==> src/rtl/fetch_stage_pkg.sv <==
// Shared constants and state encoding for the WISC-SP13 fetch stage.
package fetch_stage_pkg;

    localparam int INSTR_W = 16;
    localparam logic [INSTR_W-1:0] NOP = 16'h0800;
    localparam logic [4:0] HALT_OPCODE = 5'b00000;

    typedef enum logic {
        RUN       = 1'b0,
        HALT_SEEN = 1'b1
    } fetch_state_e;

    function automatic logic is_halt(input logic [INSTR_W-1:0] instr);
        return instr[15:11] == HALT_OPCODE;
    endfunction

endpackage

==> src/rtl/fetch_stage_reg16_en.sv <==
// 16-bit register with load enable and a parameterised synchronous reset value.
module reg16_en
    import fetch_stage_pkg::*;
#(
    parameter logic [INSTR_W-1:0] RESET_VAL = '0
) (
    input  logic               clk,
    input  logic               rst,
    input  logic               en,
    input  logic [INSTR_W-1:0] d,
    output logic [INSTR_W-1:0] q
);

    always_ff @(posedge clk) begin
        if (rst) begin
            q <= RESET_VAL;
        end else if (en) begin
            q <= d;
        end
    end

endmodule

==> src/rtl/fetch_stage.sv <==
// Instruction fetch and IF/ID latch: PC, stall/redirect handling, HALT stop.
module fetch_stage
    import fetch_stage_pkg::*;
#(
    parameter logic [INSTR_W-1:0] RESET_PC = 16'h0000
) (
    input  logic               clk,
    input  logic               rst,
    input  logic               stall,
    input  logic               redirect,
    input  logic [INSTR_W-1:0] redirect_pc,
    output logic [INSTR_W-1:0] imem_addr,
    input  logic [INSTR_W-1:0] imem_data,
    output logic [INSTR_W-1:0] if_id_instr,
    output logic [INSTR_W-1:0] if_id_pc_plus2,
    output logic               if_id_valid,
    output logic               halted,
    output logic               err,
    output fetch_state_e       fsm_state
);

    fetch_state_e       state, state_next;
    logic [INSTR_W-1:0] pc, pc_d, pc_plus2, instr_d;
    logic               pc_en, instr_en, pp2_en;
    logic               valid_d, halted_d, err_d;

    assign imem_addr = pc;
    assign fsm_state = state;
    assign pc_plus2  = pc + 16'd2;

    reg16_en #(.RESET_VAL(RESET_PC)) u_pc (
        .clk(clk), .rst(rst), .en(pc_en), .d(pc_d), .q(pc)
    );

    reg16_en #(.RESET_VAL(NOP)) u_if_id_instr (
        .clk(clk), .rst(rst), .en(instr_en), .d(instr_d), .q(if_id_instr)
    );

    reg16_en #(.RESET_VAL(16'h0000)) u_if_id_pc_plus2 (
        .clk(clk), .rst(rst), .en(pp2_en), .d(pc_plus2), .q(if_id_pc_plus2)
    );

    always_ff @(posedge clk) begin
        if (rst) begin
            state       <= RUN;
            if_id_valid <= 1'b0;
            halted      <= 1'b0;
            err         <= 1'b0;
        end else begin
            state       <= state_next;
            if_id_valid <= valid_d;
            halted      <= halted_d;
            err         <= err_d;
        end
    end

    // Priority below reset: redirect, then stall, then normal fetch.
    always_comb begin
        state_next = state;
        pc_en      = 1'b0;
        pc_d       = pc;
        instr_en   = 1'b0;
        instr_d    = NOP;
        pp2_en     = 1'b0;
        valid_d    = if_id_valid;
        halted_d   = halted;
        err_d      = err;

        if (redirect) begin
            pc_en      = 1'b1;
            pc_d       = redirect_pc;
            instr_en   = 1'b1;
            valid_d    = 1'b0;
            state_next = RUN;
            halted_d   = 1'b0;
            err_d      = err | redirect_pc[0];
        end else if (!stall) begin
            unique case (state)
                RUN: begin
                    instr_en = 1'b1;
                    instr_d  = imem_data;
                    pp2_en   = 1'b1;
                    valid_d  = 1'b1;
                    if (is_halt(imem_data)) begin
                        state_next = HALT_SEEN;
                        halted_d   = 1'b1;
                    end else begin
                        pc_en = 1'b1;
                        pc_d  = pc_plus2;
                    end
                end
                HALT_SEEN: begin
                    // PC and pc_plus2 hold; only bubbles enter IF/ID.
                    instr_en = 1'b1;
                    valid_d  = 1'b0;
                end
                default: ;
            endcase
        end
    end

endmodule

==> config.mk <==
export PLATFORM = sky130hd
export DESIGN_NAME = fetch_stage
export DESIGN_NICKNAME = d
export VERILOG_FILES = /design/src/rtl/fetch_stage_pkg.sv /design/src/rtl/fetch_stage_reg16_en.sv /design/src/rtl/fetch_stage.sv
export SDC_FILE = /design/constraint.sdc
export NUM_CORES = 1
export LEC_CHECK = 0
export CAP_MARGIN = 20
export CORE_ASPECT_RATIO = 2
export CORE_MARGIN = 4
export CORE_UTILIZATION = 39
export CTS_CLUSTER_DIAMETER = 40
export DETAILED_ROUTE_END_ITERATION = 10
export PLACE_DENSITY = 0.84
export SLEW_MARGIN = 20
export SYNTH_ARGS = -nofsm -noshare
export SYNTH_HDL_FRONTEND = slang
export SYNTH_SLANG_ARGS = --single-unit
==> constraint.sdc <==
create_clock -name clk -period 1.85 [get_ports clk]
set_input_delay 0.37 -clock clk [delete_from_list [all_inputs] [get_ports clk]]
set_output_delay 0.37 -clock clk [all_outputs]
set_load 0.01 [all_outputs]
==> metrics, run 1 <==
status=finished, final reports clean; DIE HEIGHT=116.7 um; Final GP Congestion=around 0.9; total net switching power=650.8 uW; number of port buffers=87; dpl cell area=3407 um2; Max Slew Vio Count=0; Site Rows=39; fmax=550.0 MHz; top cell type by total area after synthesis=dfxtp_1; combinational power share=a little under a fifth; FILL cells=about 460; final antenna-violating net count=0; setup violators final=0; Top Metal Used=met4; Switching Fraction=24.61%; CTS H-Tree Depth=2; fraction of layout cells with a size suffix above 1=15.53%; DR WL/cell=around 17 um; final worst setup slack=0.03174 ns; number of diodes=0; Hold Vio Cnt, Final=0; share of the synthesized area in the top cell type=a little under half; CP Data Required Time=~2.0 ns; clock slew at the register clock pins of the worst setup and hold paths=0.07 ns; Final nets=403; Skew-Pair Late Insertion Delay=0.29 ns; CTS tree=built; initial antenna violation count=0; clock period minus worst slack=1.818 ns; Clock Skews=about 0.0064 ns; Hold-fix buffers, CTS=0; CP endpoint kind=flop; Worst Path Arrival=around 2.0 ns; number of max-cap violations=0; clock power share=35.0%; Core Area=approximately 5700 um2; DRT iter0 DRCs=87; die area=around 7300 um2; share of the yosys chip area belonging to registers=between 40 and 50%; Hold Crit Class=input pin to flop; crit path max fanout=5; Synthesis Warnings=0; met1 WL=2.544 mm; Crit Path Category=input pin to flop; internal power=about 2 mW; final worst path period share=98.28%; pre-CTS setup slack=-0.4674 ns; Detail Route met3 WL=about 430 um; worst path cell trace=clkdlybuf4s50_1, or4_4, buf_6, o211ai_1, xor2_1, a211oi_2; CTS max path bufs=2; CTS sink cnt=52; first-pass GRT wire length=10.96 mm; vias in the first global route=2327; P_leak=about 1.3 nW; Util after Layout=63.20%; area grow syn2layout=56.57%; Cells after Synth=approximately 260; DRC Markers=0; Mapped Area=2305 um2; final wirelength=between 7 and 8 mm; worst vdd ir=0.5789 mV; commonest non-fill, non-tap cell in the layout=clkdlybuf4s50_1; initial core utilization=40.37%; Seq cells post-synth=52; root buffer cell=clkbuf_16; Max transition margin=a little over three fifths; Slew @ Worst Pin=0.5527 ns; total iterations of the first detailed-routing run=4; most frequent cells in the layout=clkdlybuf4s50_1 (84), dfxtp_1 (50), nor2_1 (42); CP max-delay cell=or4_4; syn_area_per_cell=8.968 um2; Die X=just over 60 um; global route total overflow=0; ranking of synthesized cells by area=dfxtp_1 (45%), nor2_1 (6.8%), a22oi_1 (4.9%); pwr dens=between 700 and 800 nW/um2; final instance area=3608 um2; Total GRT Usage=a little under a fifth; Yosys cell types=44; pin count of the biggest net entering global routing=34; dpl hpwl=between 5 and 6 mm; met2 routed WL=3.880 mm; Seq pwr share=46.2%; startpoint types=input pin; TritonCTS buffer count=5; DR vias/cell=5.715; CP max stage delay=0.55 ns; IO Pins=88; routed vias=2446; Hold Slack=slightly above 0.4 ns; Tot Pwr=2.645 mW; syn_nets=294
==> power by group through the flow <==
stage	combinational [mW]	sequential [mW]	clock, mW
after CTS	0.492	1.22	0.941
after floorplan	0.181	1.27	0
final	0.495	1.22	0.927
after global routing	0.533	1.23	0.989
after detailed placement	0.487	1.25	0
after global placement	0.476	1.24	0
==> worst paths after layout <==
kind | from | endpoint | slack (ns) | depth (start not counted)
setup / recovery | imem_data[13] | u_pc.q[4]$_SDFFE_PP0P_ | 0.03 | 6
hold / removal | imem_data[15] | u_if_id_instr.q[15]$_SDFFE_PP0N_ | 0.40 | 3
setup reg to reg | u_pc.q[8]$_SDFFE_PP0P_ | u_pc.q[14]$_SDFFE_PP0P_ | 0.07 | 5
hold reg to reg | u_if_id_pc_plus2.q[2]$_SDFFE_PP0P_ | u_if_id_pc_plus2.q[2]$_SDFFE_PP0P_ | 0.50 | 2
==> metal layers <==
| layer | track usage [%] | vias to the layer above |
|---|---|---|
| met5 | 0 | - |
| met1 | 19.03 | 1157 |
| met3 | 4.524 | 21 |
| met2 | 35.46 | 96 |
| met4 | 8.499 | 0 |
| li1 | - | 1172 |
==> flip-flops by register name, indices dropped and copies added, names as in the netlist <==
signal              flops
err                     1
u_pc.q                 16
u_if_id_instr.q        16
halted                  1
if_id_valid             1
fsm_state               1
u_if_id_pc_plus2.q     16
==> timing repair <==
action / 4_1_cts / 5_1_grt
endpoints found under the setup margin: 14 / 13
gates resized for setup: 4 / 7
pin swaps: 3 / 6
cloned: 0 / 1
setup buffers: 1 / 2
==> worst max-delay path, delay by kind of cell <==
kind,cells,cell delay [ns]
compound gates,2,0.27
xor+xnor,1,0.19
buf+inv,2,0.58
simple gates,1,0.55
==> Yosys cell counts (all sizes together) <==
master / number
dfxtp: 52
nor2: 43
a22oi: 15
clkbuf: 15
a211oi: 14
nand2: 13
buf: 9
xor2: 9
a31oi: 8
or4: 8
mux2i: 7
nand4: 6
nand3: 5
nor3: 5
o211ai: 5
o311ai: 5
a21oi: 4
a311oi: 4
o21ai: 4
or3: 4
xnor2: 4
and4: 3
and3: 2
nor2b: 2
o31ai: 2
and2: 1
ha: 1
inv: 1
nor4: 1
o21a: 1
o21bai: 1
o22ai: 1
o41a: 1
or2: 1
==> area by class of cell <==
cell class	count	area (um2)	share of cell area, %
Multi-Input combinational cell	181	1175	32.56
Timing Repair Buffer	125	1164	32.25
Sequential cell	52	1044	28.92
Clock buffer	8	146.4	4.057
Tap cell	61	76.32	2.115
Inverter	1	3.754	0.1040
==> metrics by stage <==
stage	instances	setup TNS, ns
after floorplan	257	0
after global placement	416	-6.346
after detailed placement	416	-8.611
after CTS	425	0
after global routing	428	-0.01085
final	428	0
==> cells by family (layout without fill, tap and decap cells) <==
| kind of cell | count (synthesis) | after routing | synth area share (%) |
|---|---|---|---|
| simple gates | 94 | 94 | 20.36 |
| buf+inv | 25 | 134 | 4.614 |
| flops | 52 | 52 | 45.17 |
| fa+ha+maj | 1 | 1 | 0.5428 |
| compound gates | 65 | 66 | 21.34 |
| xor+xnor | 13 | 13 | 4.940 |
| mux | 7 | 7 | 3.040 |
Note: power is estimated with default switching activity, not from simulation.
==> inputs of run 2 (changes only) <==
Settings changed: CORE_UTILIZATION 39 to 42, PLACE_DENSITY 0.84 to 0.86, SYNTH_HIERARCHICAL set to 1.
==> run 2 against run 1 <==
Critical path depth increased by 1. Sequential power about the same. Non-clock buffer count increased by 6. First-iteration DRC count increased to 2.8 times the previous value. Hold slack improved by 0.042 ns. Clock power increased by 12%. Clock skew decreased by 0.0021 ns. Wire length increased by 20%. Highest routed layer unchanged. Global-route usage increased by 3.0 points. Setup slack got worse by 0.028 ns. Synthesized area increased by 17%. Via count increased by 9.2%.
==> metrics, run 2 <==
share of the yosys chip area belonging to registers=38.61% (-6.6 points); TritonCTS buffer count=5 (unchanged); top cell type by total area after synthesis=dfxtp_1; Max transition margin=75.13% (+12 points); Clock Skews=0.004292 ns (-0.002146 ns); largest registers=u_if_id_instr/q x16, u_if_id_pc_plus2/q x16, u_pc/q x16; Hold Crit Class=input pin to flop; final instance area=4156 um2 (+15%); Seq cells post-synth=52 (unchanged); worst vdd ir=0.6795 mV (+17%); fraction of layout cells with a size suffix above 1=20.48% (+5.0 points); synth cell count leaders=nor2_1 (59), dfxtp_1 (52), mux2i_1 (48); Slew @ Worst Pin=0.3730 ns (-0.1797 ns); fraction of registers with async set/reset=0% (unchanged); Worst R2R End=u_pc/q[6]$_SDFFE_PP0P_; most common cell in the synthesized netlist=nor2_1; RSZ-0062 raised after global routing=true; DIE HEIGHT=121.3 um (+3.9%); CTS H-Tree Depth=2 (unchanged); number of synthesized flops with an enable pin=0 (unchanged); number of diodes=0 (unchanged); Cells after Synth=297 (+16%); share of the synthesized area in the top cell type=38.61% (-6.6 points); dpl hpwl=5.699 mm (+6.9%); DRC Markers=0 (unchanged); die area=7843 um2 (+7.8%); Core Area=6259 um2 (+9.6%); CP endpoint kind=flop; syn_area_per_cell=9.079 um2 (+1.2%); Die X=64.66 um (+3.7%); final wirelength=8.456 mm (+20%); worst r2r path cells=7 (+2); WHS Path Cells=4 (+1); global route total overflow=0 (unchanged); area grow syn2layout=54.15%; Hold EP=u_if_id_instr/q[14]$_SDFFE_PP0P_; Skew-Pair Late Insertion Delay=0.29 ns (about the same); Worst Min Path Start=imem_data[14]; IO Pins=88 (unchanged); CTS sink cnt=52 (unchanged); internal power=2.141 mW (+7.4%); Yosys cell types=41 (-6.8%); most frequent cells in the layout=clkdlybuf4s50_1 (80), nor2_1 (59), mux2i_1 (48); dpl cell area=3821 um2 (+12%); DRT iter0 DRCs=241 (+180%); pin count of the biggest net entering global routing=36 (+5.9%); DR WL/cell=16.88 um (+2.1%); P_leak=1.793 nW (+35%); total iterations of the first detailed-routing run=4 (unchanged); final worst path period share=99.82% (+1.5 points); crit path max fanout=6 (+1); Switching Fraction=24.92% (+0.31 points); Worst Path Arrival=2.06 ns (+0.09 ns); clock power share=36.4% (+1.4 points); combinational power share=21.1% (+2.4 points); initial core utilization=43.08% (+2.7 points); fmax=541.5 MHz (-1.5%); routed vias=2670 (+9.2%); FF-to-FF setup slack=0.003 ns (-0.07 ns); Synth Flop Type=dfxtp_1; Hold-fix buffers, CTS=0 (unchanged); Mapped Area=2696 um2 (+17%); pwr dens=686.0 nW/um2 (-6.4%); Total GRT Usage=21.75% (+3.0 points); syn_nets=334 (+14%); final worst setup slack=0.003286 ns (-0.02845 ns); total net switching power=710.5 uW (+9.2%); Site Rows=41 (+5.1%); number of port buffers=87 (unchanged); setup violators final=0 (unchanged); Hold Vio Cnt, Final=0 (unchanged); vias in the first global route=2887 (+24%); initial antenna violation count=0 (unchanged); Synthesis Warnings=6 (+6); setup_tns=0 ns (unchanged); final antenna-violating net count=0 (unchanged); Final nets=451 (+12%); Hold Slack=0.4451 ns (+0.04173 ns); number of max-cap violations=0 (unchanged); pre-CTS setup slack=-0.5031 ns (-0.03566 ns); CTS max path bufs=2 (unchanged); commonest non-fill, non-tap cell in the layout=clkdlybuf4s50_1; status=finished, final reports clean; Util after Layout=66.41% (+3.2 points); Final GP Congestion=0.8511 (-5.5%); ranking of synthesized cells by area=dfxtp_1 (39%), mux2i_1 (18%), nor2_1 (8.2%); Crit Path Category=flop to flop; CTS tree=built; RR Startpoint=u_pc/q[2]$_SDFFE_PP0P_; startpoint types=flop; Max Slew Vio Count=0 (unchanged); root buffer cell=clkbuf_16; Seq pwr share=42.5% (-3.7 points); DR vias/cell=5.329 (-6.7%); clock slew at the register clock pins of the worst setup and hold paths=0.07 ns (about the same); clock period minus worst slack=1.847 ns (+0.02845 ns); first-pass GRT wire length=13.52 mm (+23%); CP Data Required Time=2.07 ns (+0.07 ns)
## run 2: changes by cell type after synthesis, sizes merged, moves of 5 or more
cell | previous run | this run
a22oi | 15 | 0
buf | 9 | 16
nor2 | 43 | 60
a211oi | 14 | 0
clkbuf | 15 | 5
o21ai | 4 | 9
and2 | 1 | 15
mux2i | 7 | 48
o311ai | 5 | 0
## run 2: area by class of cell
class | instances | area [um2]
repair buffers | 131 | 1279
multi-input cells | 222 | 1551
flip-flops and latches | 52 | 1047
clock inverters | 2 | 35.03
clock buffers | 6 | 128.9
fillers | 501 | 2102
inverters | 2 | 7.507
well taps | 86 | 107.6
## run 2: layer usage
metal	track usage, %	routed length, um
met1	20.43	2936
met2	42.62	4764
met3	4.819	485
met4	10.20	270
met5	0	0
## run 2: cell families (layout without fill, tap and decap cells)
group | Yosys count | count (layout) | synth area share, %
adder cells (fa/ha/maj) | 1 | 1 | 0.4640
XOR/XNOR | 17 | 17 | 5.522
multiplexers | 49 | 49 | 18.24
AO/OA/AOI/OAI | 31 | 31 | 7.796
flip-flops | 52 | 52 | 38.61
AND/OR/NAND/NOR | 124 | 124 | 22.60
buffers and inverters | 23 | 141 | 6.775
## run 2: worst max-delay path by stage
stage,from,to,slack [ns],cells after the start
2_1_floorplan,imem_data[12],u_pc/q[10]$_SDFFE_PP0P_,-0.14,9
3_5_place_dp,imem_data[12],u_pc/q[12]$_SDFFE_PP0P_,-0.50,8
3_3_place_gp,imem_data[12],u_pc/q[14]$_SDFFE_PP0P_,-0.46,8
5_1_grt,u_pc/q[1]$_SDFFE_PP0P_,u_pc/q[6]$_SDFFE_PP0P_,-0.05,7
4_1_cts,imem_data[13],u_pc/q[12]$_SDFFE_PP0P_,0.004,9
6_report,u_pc/q[2]$_SDFFE_PP0P_,u_pc/q[6]$_SDFFE_PP0P_,0.003,7
## run 2: critical path, stage by stage, from the launching register on
cell and delay (ns):
dfxtp_2 0.34, buf_4 0.15, and4_2 0.28, nand2_1 0.08, or4_2 0.61, nand3_1 0.12
mux2i_1 0.08, nor2_1 0.12
## run 2: metrics by stage
stage               power (mW)  instances
global route             2.955        501
detailed placement       1.783        484
finish                   2.851        501
global placement         1.768        484
CTS                      2.852        501
floorplan                1.504        297
## run 2: power by group through the flow
stage	logic [mW]	clock network, mW	registers, mW
3_3_place_gp	0.538	0	1.23
4_1_cts	0.592	1.05	1.21
5_1_grt	0.643	1.09	1.22
3_5_place_dp	0.551	0	1.23
2_1_floorplan	0.237	0	1.27
6_report	0.603	1.04	1.21
## run 2: repair_timing
| item | CTS | global route |
|---|---|---|
| pin swaps | 6 | 12 |
| endpoints found under the hold margin | 0 | 0 |
| resized for setup | 19 | 23 |
| buffers inserted | 7 | 2 |
| setup endpoints to repair | 16 | 16 |
| cloned | 2 | 0 |
